### src/rtl/fbf_adder_driver.sv
// ----------------------------------------------------------------------------
// fbf_adder_driver
//
// Initiator-side sequencer for a SIZE x SIZE single-precision matrix adder
// that uses a strobe/ready/ack handshake. Operand matrices A and B arrive as
// a word-serial 32-bit stream. They are presented to the adder on wide buses
// with A_stb/B_stb. The wide result is captured when result_ready is seen,
// acknowledged with result_ack, and then streamed out word-serially.
//
// Handshake semantics (both streaming sides): a word moves on a rising clock
// edge where valid and ready are both high. The sender keeps data stable
// while valid is high and ready is low. Valid never depends on ready.
//
// Ports
//   clk           in   rising-edge clock
//   reset         in   synchronous, active-high reset
//   in_valid      in   upstream word valid
//   in_ready      out  driver accepts a word (LOAD_A / LOAD_B)
//   in_data       in   32-bit operand word, passed through untouched
//   A_stb, B_stb  out  operands valid to the adder (ISSUE)
//   A, B          out  32*N operand buses, word k at [32k +: 32]
//   result_ready  in   adder result valid
//   result        in   32*N adder result, same packing
//   result_ack    out  result consumed (ACK)
//   out_valid     out  result word valid downstream (DRAIN)
//   out_ready     in   downstream accepts the word
//   out_data      out  32-bit result word
//   out_last      out  high with the final result word (k = N-1)
//   busy          out  low only when idle in LOAD_A with nothing loaded
//   dbg_state     out  current FSM state encoding
//                      (0 LOAD_A, 1 LOAD_B, 2 ISSUE, 3 ACK, 4 DRAIN)
//
// Every output is decoded from registered state, counter and data registers;
// there is no combinational path from in_valid, out_ready or result_ready
// to any output.
// ----------------------------------------------------------------------------
module fbf_adder_driver #(
    parameter int SIZE = 4
) (
    input  logic                     clk,
    input  logic                     reset,
    input  logic                     in_valid,
    output logic                     in_ready,
    input  logic [31:0]              in_data,
    output logic                     A_stb,
    output logic                     B_stb,
    output logic [32*SIZE*SIZE-1:0]  A,
    output logic [32*SIZE*SIZE-1:0]  B,
    input  logic                     result_ready,
    input  logic [32*SIZE*SIZE-1:0]  result,
    output logic                     result_ack,
    output logic                     out_valid,
    input  logic                     out_ready,
    output logic [31:0]              out_data,
    output logic                     out_last,
    output logic                     busy,
    output logic [2:0]               dbg_state
);

    localparam int N  = SIZE * SIZE;
    localparam int CW = (N > 1) ? $clog2(N) : 1;
    localparam logic [CW-1:0] LAST = CW'(N - 1);

    typedef enum logic [2:0] {
        LOAD_A = 3'd0,
        LOAD_B = 3'd1,
        ISSUE  = 3'd2,
        ACK    = 3'd3,
        DRAIN  = 3'd4
    } state_t;

    state_t          state;
    state_t          state_next;
    logic [CW-1:0]   count;
    logic [CW-1:0]   count_next;
    logic [32*N-1:0] a_reg;
    logic [32*N-1:0] b_reg;
    logic [32*N-1:0] r_reg;

    logic in_fire;
    logic out_fire;
    logic at_last;

    // Handshake qualifiers; in_ready/out_valid are purely state decoded.
    assign in_fire  = in_valid & in_ready;
    assign out_fire = out_valid & out_ready;
    assign at_last  = (count == LAST);

    // ------------------------------------------------------------------
    // Next-state logic
    // ------------------------------------------------------------------
    always_comb begin
        state_next = state;
        case (state)
            LOAD_A: if (in_fire && at_last) state_next = LOAD_B;
            LOAD_B: if (in_fire && at_last) state_next = ISSUE;
            ISSUE:  if (result_ready)       state_next = ACK;
            ACK:    if (!result_ready)      state_next = DRAIN;
            DRAIN:  if (out_fire && at_last) state_next = LOAD_A;
            default:                        state_next = LOAD_A;
        endcase
    end

    // The single word counter is shared by both load phases and the drain.
    // It wraps to zero on the last word of each phase, so every phase
    // starts from word 0 without an explicit clear. Leaving ACK clears it
    // anyway so DRAIN always begins at word 0.
    always_comb begin
        count_next = count;
        if (in_fire || out_fire) begin
            count_next = at_last ? '0 : count + 1'b1;
        end
        if (state == ACK && !result_ready) begin
            count_next = '0;
        end
    end

    // ------------------------------------------------------------------
    // State, counter and data registers
    // ------------------------------------------------------------------
    always_ff @(posedge clk) begin
        if (reset) begin
            state <= LOAD_A;
            count <= '0;
            a_reg <= '0;
            b_reg <= '0;
            r_reg <= '0;
        end else begin
            state <= state_next;
            count <= count_next;
            // Operand registers are overwritten word by word, never cleared
            // between jobs.
            if (state == LOAD_A && in_fire) begin
                a_reg[32*count +: 32] <= in_data;
            end
            if (state == LOAD_B && in_fire) begin
                b_reg[32*count +: 32] <= in_data;
            end
            // A result that is already valid on the first ISSUE cycle is
            // taken on that cycle's edge.
            if (state == ISSUE && result_ready) begin
                r_reg <= result;
            end
        end
    end

    // ------------------------------------------------------------------
    // Output decode (registered state/counter only)
    // ------------------------------------------------------------------
    always_comb begin
        in_ready   = 1'b0;
        A_stb      = 1'b0;
        B_stb      = 1'b0;
        result_ack = 1'b0;
        out_valid  = 1'b0;
        out_data   = '0;
        out_last   = 1'b0;
        case (state)
            LOAD_A, LOAD_B: in_ready = 1'b1;
            ISSUE: begin
                A_stb = 1'b1;
                B_stb = 1'b1;
            end
            ACK:   result_ack = 1'b1;
            DRAIN: begin
                out_valid = 1'b1;
                out_data  = r_reg[32*count +: 32];
                out_last  = at_last;
            end
            default: ;
        endcase
    end

    assign A         = a_reg;
    assign B         = b_reg;
    assign busy      = !(state == LOAD_A && count == '0);
    assign dbg_state = state;

endmodule

### config.mk
export PLATFORM = sky130hd
export DESIGN_NAME = fbf_adder_driver
export DESIGN_NICKNAME = d
export VERILOG_FILES = /design/src/rtl/fbf_adder_driver.sv
export SDC_FILE = /design/constraint.sdc
export NUM_CORES = 2
export LEC_CHECK = 0
export BUFFER_PORTS_ARGS = -buffer_cell sky130_fd_sc_hd__buf_4
export CORE_AREA = 2 2 628 630
export CTS_CLUSTER_DIAMETER = 50
export DETAILED_ROUTE_END_ITERATION = 6
export DIE_AREA = 0 0 630 632
export PLACE_DENSITY = 0.33
export SLEW_MARGIN = 20
export SYNTH_ARGS = -nofsm -noshare
export SYNTH_HDL_FRONTEND = slang
export SYNTH_SLANG_ARGS = --single-unit
export TNS_END_PERCENT = 1
### constraint.sdc
create_clock -name clk -period 5 [get_ports clk]
set_input_delay 0.5 -clock clk [delete_from_list [all_inputs] [get_ports clk]]
set_output_delay 0.5 -clock clk [all_outputs]
set_load 0.05 [all_outputs]
# Word level (Yosys, flattened, before mapping)
# Cells that the tools add are included.
[op_classes]
n_addsub = 2
mul = 0
div = 0
n_lt_le_gt_ge = 0
eq_ne = 10
shifts = 3
n_mux = 15
bitwise_logic = 2
n_reduce_logical = 15
[ops]
columns = ["operator", "n"]
rows = [
  ["$bwmux 512", 2],
  ["$shift 32x34->512 const A", 1],
  ["$shiftx 32x34->512", 1],
  ["$shiftx 512x10->32", 1],
  ["$neg 9->34", 1],
  ["$mux 32", 1],
  ["$mux 3", 5],
  ["$pmux 3 s5", 1],
  ["$ne 2x2->1 const B", 5],
  ["$logic_and 1x1->1", 7],
  ["$eq 3x2->1 const B", 2],
  ["$mux 1", 5],
  ["$reduce_and 5->1", 1],
  ["$add 4x1->4 const B", 1],
  ["$eq 4x4->1 const B", 1],
  ["$logic_not 4->1", 1],
  ["$mux 4", 1],
  ["$reduce_or 2->1", 2],
  ["$eq 3x1->1 const B", 1],
  ["$eq 3x3->1 const B", 1],
  ["$logic_not 3->1", 1],
  ["$and 1x1->1", 2],
  ["$logic_not 1->1", 2],
  ["$logic_or 1x1->1", 1],
]
[word_totals]
reg_bits = 1543
latch_bits = 0
ram_bits = 0
mem_bits_ro = 0
input_bits = 549
output_inout_bits = 1066
word_cells = 52
n_memories = 0

# Depth between registers and ports, before layout
[logic_depth]
ltp_word = 7
depth_mapped = 14
mapped_depth_nobuf = 6

# Least setup slack after synthesis
# No wires, ideal clock.
[synth_path]
path_kind = "register -> output"
startpoint = "reg state[2] (netlist: dbg_state[2])"
endpoint = "out out_data[10]"
arrival_ps = 2977
required_ps = 4500
slack_ps = 1523
path_stages_with_launch = 7
n_path_buf = 2
path_cell_list = "dfxtp_1 > buf_2 > nor3b_2 > nor3b_1 > clkbuf_1 > a22oi_1 > nand2_1"
[synth_between]
elab_chain_len = 2
[synth_lines]
columns = ["element", "line_no", "rtl"]
rows = [
  ["start, declared", "72", "state_t state;"],
  ["start signal, assigned", "129", "state <= state_next;"],
  ["$eq 3x3->1", "158", "case (state)"],
  ["$mux 32", "158", ""],
  ["end, declared", "54", "output logic [31:0] out_data,"],
]
# Every way passes these cells.

# Worst setup path in the final report
[layout_path]
startpoint = "reg count[0]"
endpoint = "out out_data[6]"
[layout_between]
elab_chain_len = 2
[layout_lines]
columns = ["element", "line_no", "rtl"]
rows = [
  ["start, declared", "74", "logic [CW-1:0] count;"],
  ["start signal, assigned", "130", "count <= count_next;"],
  ["$shiftx 512x10->32", "167", "out_data = r_reg[32*count +: 32];"],
  ["$mux 32", "158", ""],
]
# Every way passes these cells.

==> results.toml <==
[run_status]
status = "finished, final reports clean"

[worst_setup_path]
worstPathMaxFanout = 25
criticalPathCategory = "flip-flop to output pin"
worstPathRequired_ps = 4500
arrival_ps = 3870
end_kind = "output pin"
cp-start-kind = "flip-flop"

[timing]
skew_ps = 57.05
finalCriticalPeriod_ps = 4365
setup_viol = 0
period_share_pct = 87.30
rsz0062_at_grt = "no"
hold-worst-slack_ps = 103.6
max-slew-margin-rel_pct = 29.27
max_freq_mhz = 229.1
finalHoldViolCount = 0
finalSetupTns_ps = 0
worst_pin_slew_ps = 1061
final-max-slew-violation-count = 0

[final_layout]
seq_area_um2 = 30900
syn_to_final_growth_pct = 54.77
nFillCells = 42990
nets = 9365
drive_gt1_share_pct = 27.31
final_common_cell = "nand2_1"
mostFrequentLayoutCells = "nand2_1 (1988), buf_4 (1765), dfxtp_1 (1541)"
final_cells = 14290
multi_input_area_um2 = 26360

[placement]
placedCellCount = 13240
dp_hpwl_um = 290100
gp_congestion = 0.8282
io_buffers = 1614

[synth]
syn_area_um2 = 59750
synth_xor_area_share_pct = 0.07329
synth_seq_area_share_pct = 51.69
synth_simple_gate_area_share_pct = 22.27
synth_edf_count = 0
ys_ff_latch = 1543
synth_compound_area_share_pct = 13.10
async_flop_share_pct = 0
synthesis.nets = 7442
synth_cell_types = 53
yosys_warnings = 0
synthCells = 6887
synthMuxAreaShare_pct = 8.057
yosys_most_used_dff = "dfxtp_1"
synthAdderAreaFrac_pct = 0.1256
synth_area_per_cell_um2 = 8.676
synth_top_family_by_area = "simple AND/OR/NAND/NOR gates"

[clock_tree]
clockRootBuffer = "clkbuf_16"
clock_path_buffers = 4
clk_pin_slew_ps = 50
clk_latency_ps = 870
htreeDepth = 5
cts_buffers = 273
postCtsSetupBuffers = 0
cts_num_sinks = 1543
cts_tree = "built"
cts.repair.resized = 0
postCtsHoldBufs = 513

[floorplan]
start_util_pct = 15.27
die_w_um = 630
ioPinCount = 1615
num_rows = 230
die_area_um2 = 398200
die_y_um = 632
core_um2 = 391400

[route]
wl_met2_um = 204900
drt_wl_total_um = 391800
firstDrtPassIters = 6
routed_via_density = 4.123
wl_met1_um = 149800
wl_met3_um = 20780
ant_nets = 0
first_iter_violations = 3650
wl_per_cell_um = 27.41
dr.max_layer_used = "met5"
via_count = 58930
drc = 0

[flow_run]
cap_viol_max_count = 0

[power]
p_leak_nw = 34.49
p_per_area_nw_per_um2 = 374.0
ir_worst_vdd_uv = 264.6

[min_path]
hold_class = "input port to flip-flop"

[global_route]
grt_pass1_vias = 58420
track_usage_pct = 18.76
grt_max_degree = 183
grt_pass1_wl_um = 519400
antenna_found_initial = 84
overflow = 0
==> area by class of cell <==
class / instances / share of cell area [%]
Antenna cell: 45 / 0.1218
Clock buffer: 346 / 8.382
Clock inverter: 146 / 2.129
Inverter: 5 / 0.02029
Multi-Input combinational cell: 4686 / 28.50
Sequential cell: 1543 / 33.41
Tap cell: 5220 / 7.062
Timing Repair Buffer: 2301 / 20.37
==> worst paths after layout <==
check                                  from     endpoint  slack, ps  depth (start not counted)
worst max-delay path               count[0]  out_data[6]        630                          6
worst min-delay path            result[255]   r_reg[255]        100                          3
worst max register to register     count[0]       A[239]       1200                          8
worst min register to register   r_reg[166]   r_reg[166]        450                          2
==> worst max-delay path, stage by stage, from the launching register on <==
cell,delay (ps)
dfxtp_4,760
buf_4,430
mux4_2,680
a22oi_1,400
buf_4,240
nand2_1,120
buf_4,220
==> power by group <==
group | internal, W | switching, W
clock network | 0.0129 | 0.00726
registers | 0.0123 | 0.0000347
logic | 0.000805 | 0.00130
==> synth_stat cells, types with 7 or more instances <==
cell / n / share of area, %
nor3b_1: 69 / 0.87
o21ai_0: 87 / 0.73
a31o_2: 18 / 0.26
a22o_1: 64 / 0.94
mux2i_1: 193 / 3.2
or3_1: 8 / 0.084
nor2b_1: 37 / 0.39
buf_2: 126 / 1.1
nand2b_1: 262 / 2.7
a22oi_1: 64 / 0.80
nand3b_1: 165 / 2.1
a31o_1: 46 / 0.67
dfxtp_1: 1543 / 52
nor2_1: 76 / 0.48
nand3_1: 298 / 2.5
a21oi_1: 1056 / 8.8
o21ai_1: 46 / 0.39
clkbuf_1: 460 / 2.9
buf_4: 7 / 0.088
buf_6: 8 / 0.15
clkbuf_2: 30 / 0.25
mux4_2: 128 / 4.8
buf_1: 18 / 0.11
nand2_1: 1989 / 12
nor3_1: 9 / 0.075
==> kinds of logic (layout without fill, tap and decap cells) <==
kind of cell	after synthesis	in the layout
AND/OR/NAND/NOR	2947	2947
flip-flops	1543	1543
AO/OA/AOI/OAI	1407	1407
buffers and inverters	658	2798
multiplexers	321	321
adder cells (fa/ha/maj)	6	6
XOR/XNOR	5	5
other	0	45
==> metrics by stage <==
stage / cell area [um^2] / utilization [%] / worst slack, ps / power [W]
3_3_place_gp: 77450 / 19.79 / 1056 / 0.01440
2_1_floorplan: 59750 / - / 1523 / 0.01329
5_1_grt: 92440 / 23.62 / 413.0 / 0.03569
4_1_cts: 92340 / 23.59 / 392.2 / 0.03512
3_5_place_dp: 77480 / 19.80 / 1067 / 0.01440
6_report: 92480 / 23.63 / 634.9 / 0.03459
==> per-layer routing <==
layer  track usage [%]  vias to the layer above
li1                  -                    27150
met1             20.98                    29190
met2             34.95                     2003
met3             3.464                      551
met4             7.162                       30
met5                 0                        -
(Power assumes the default switching activity.)
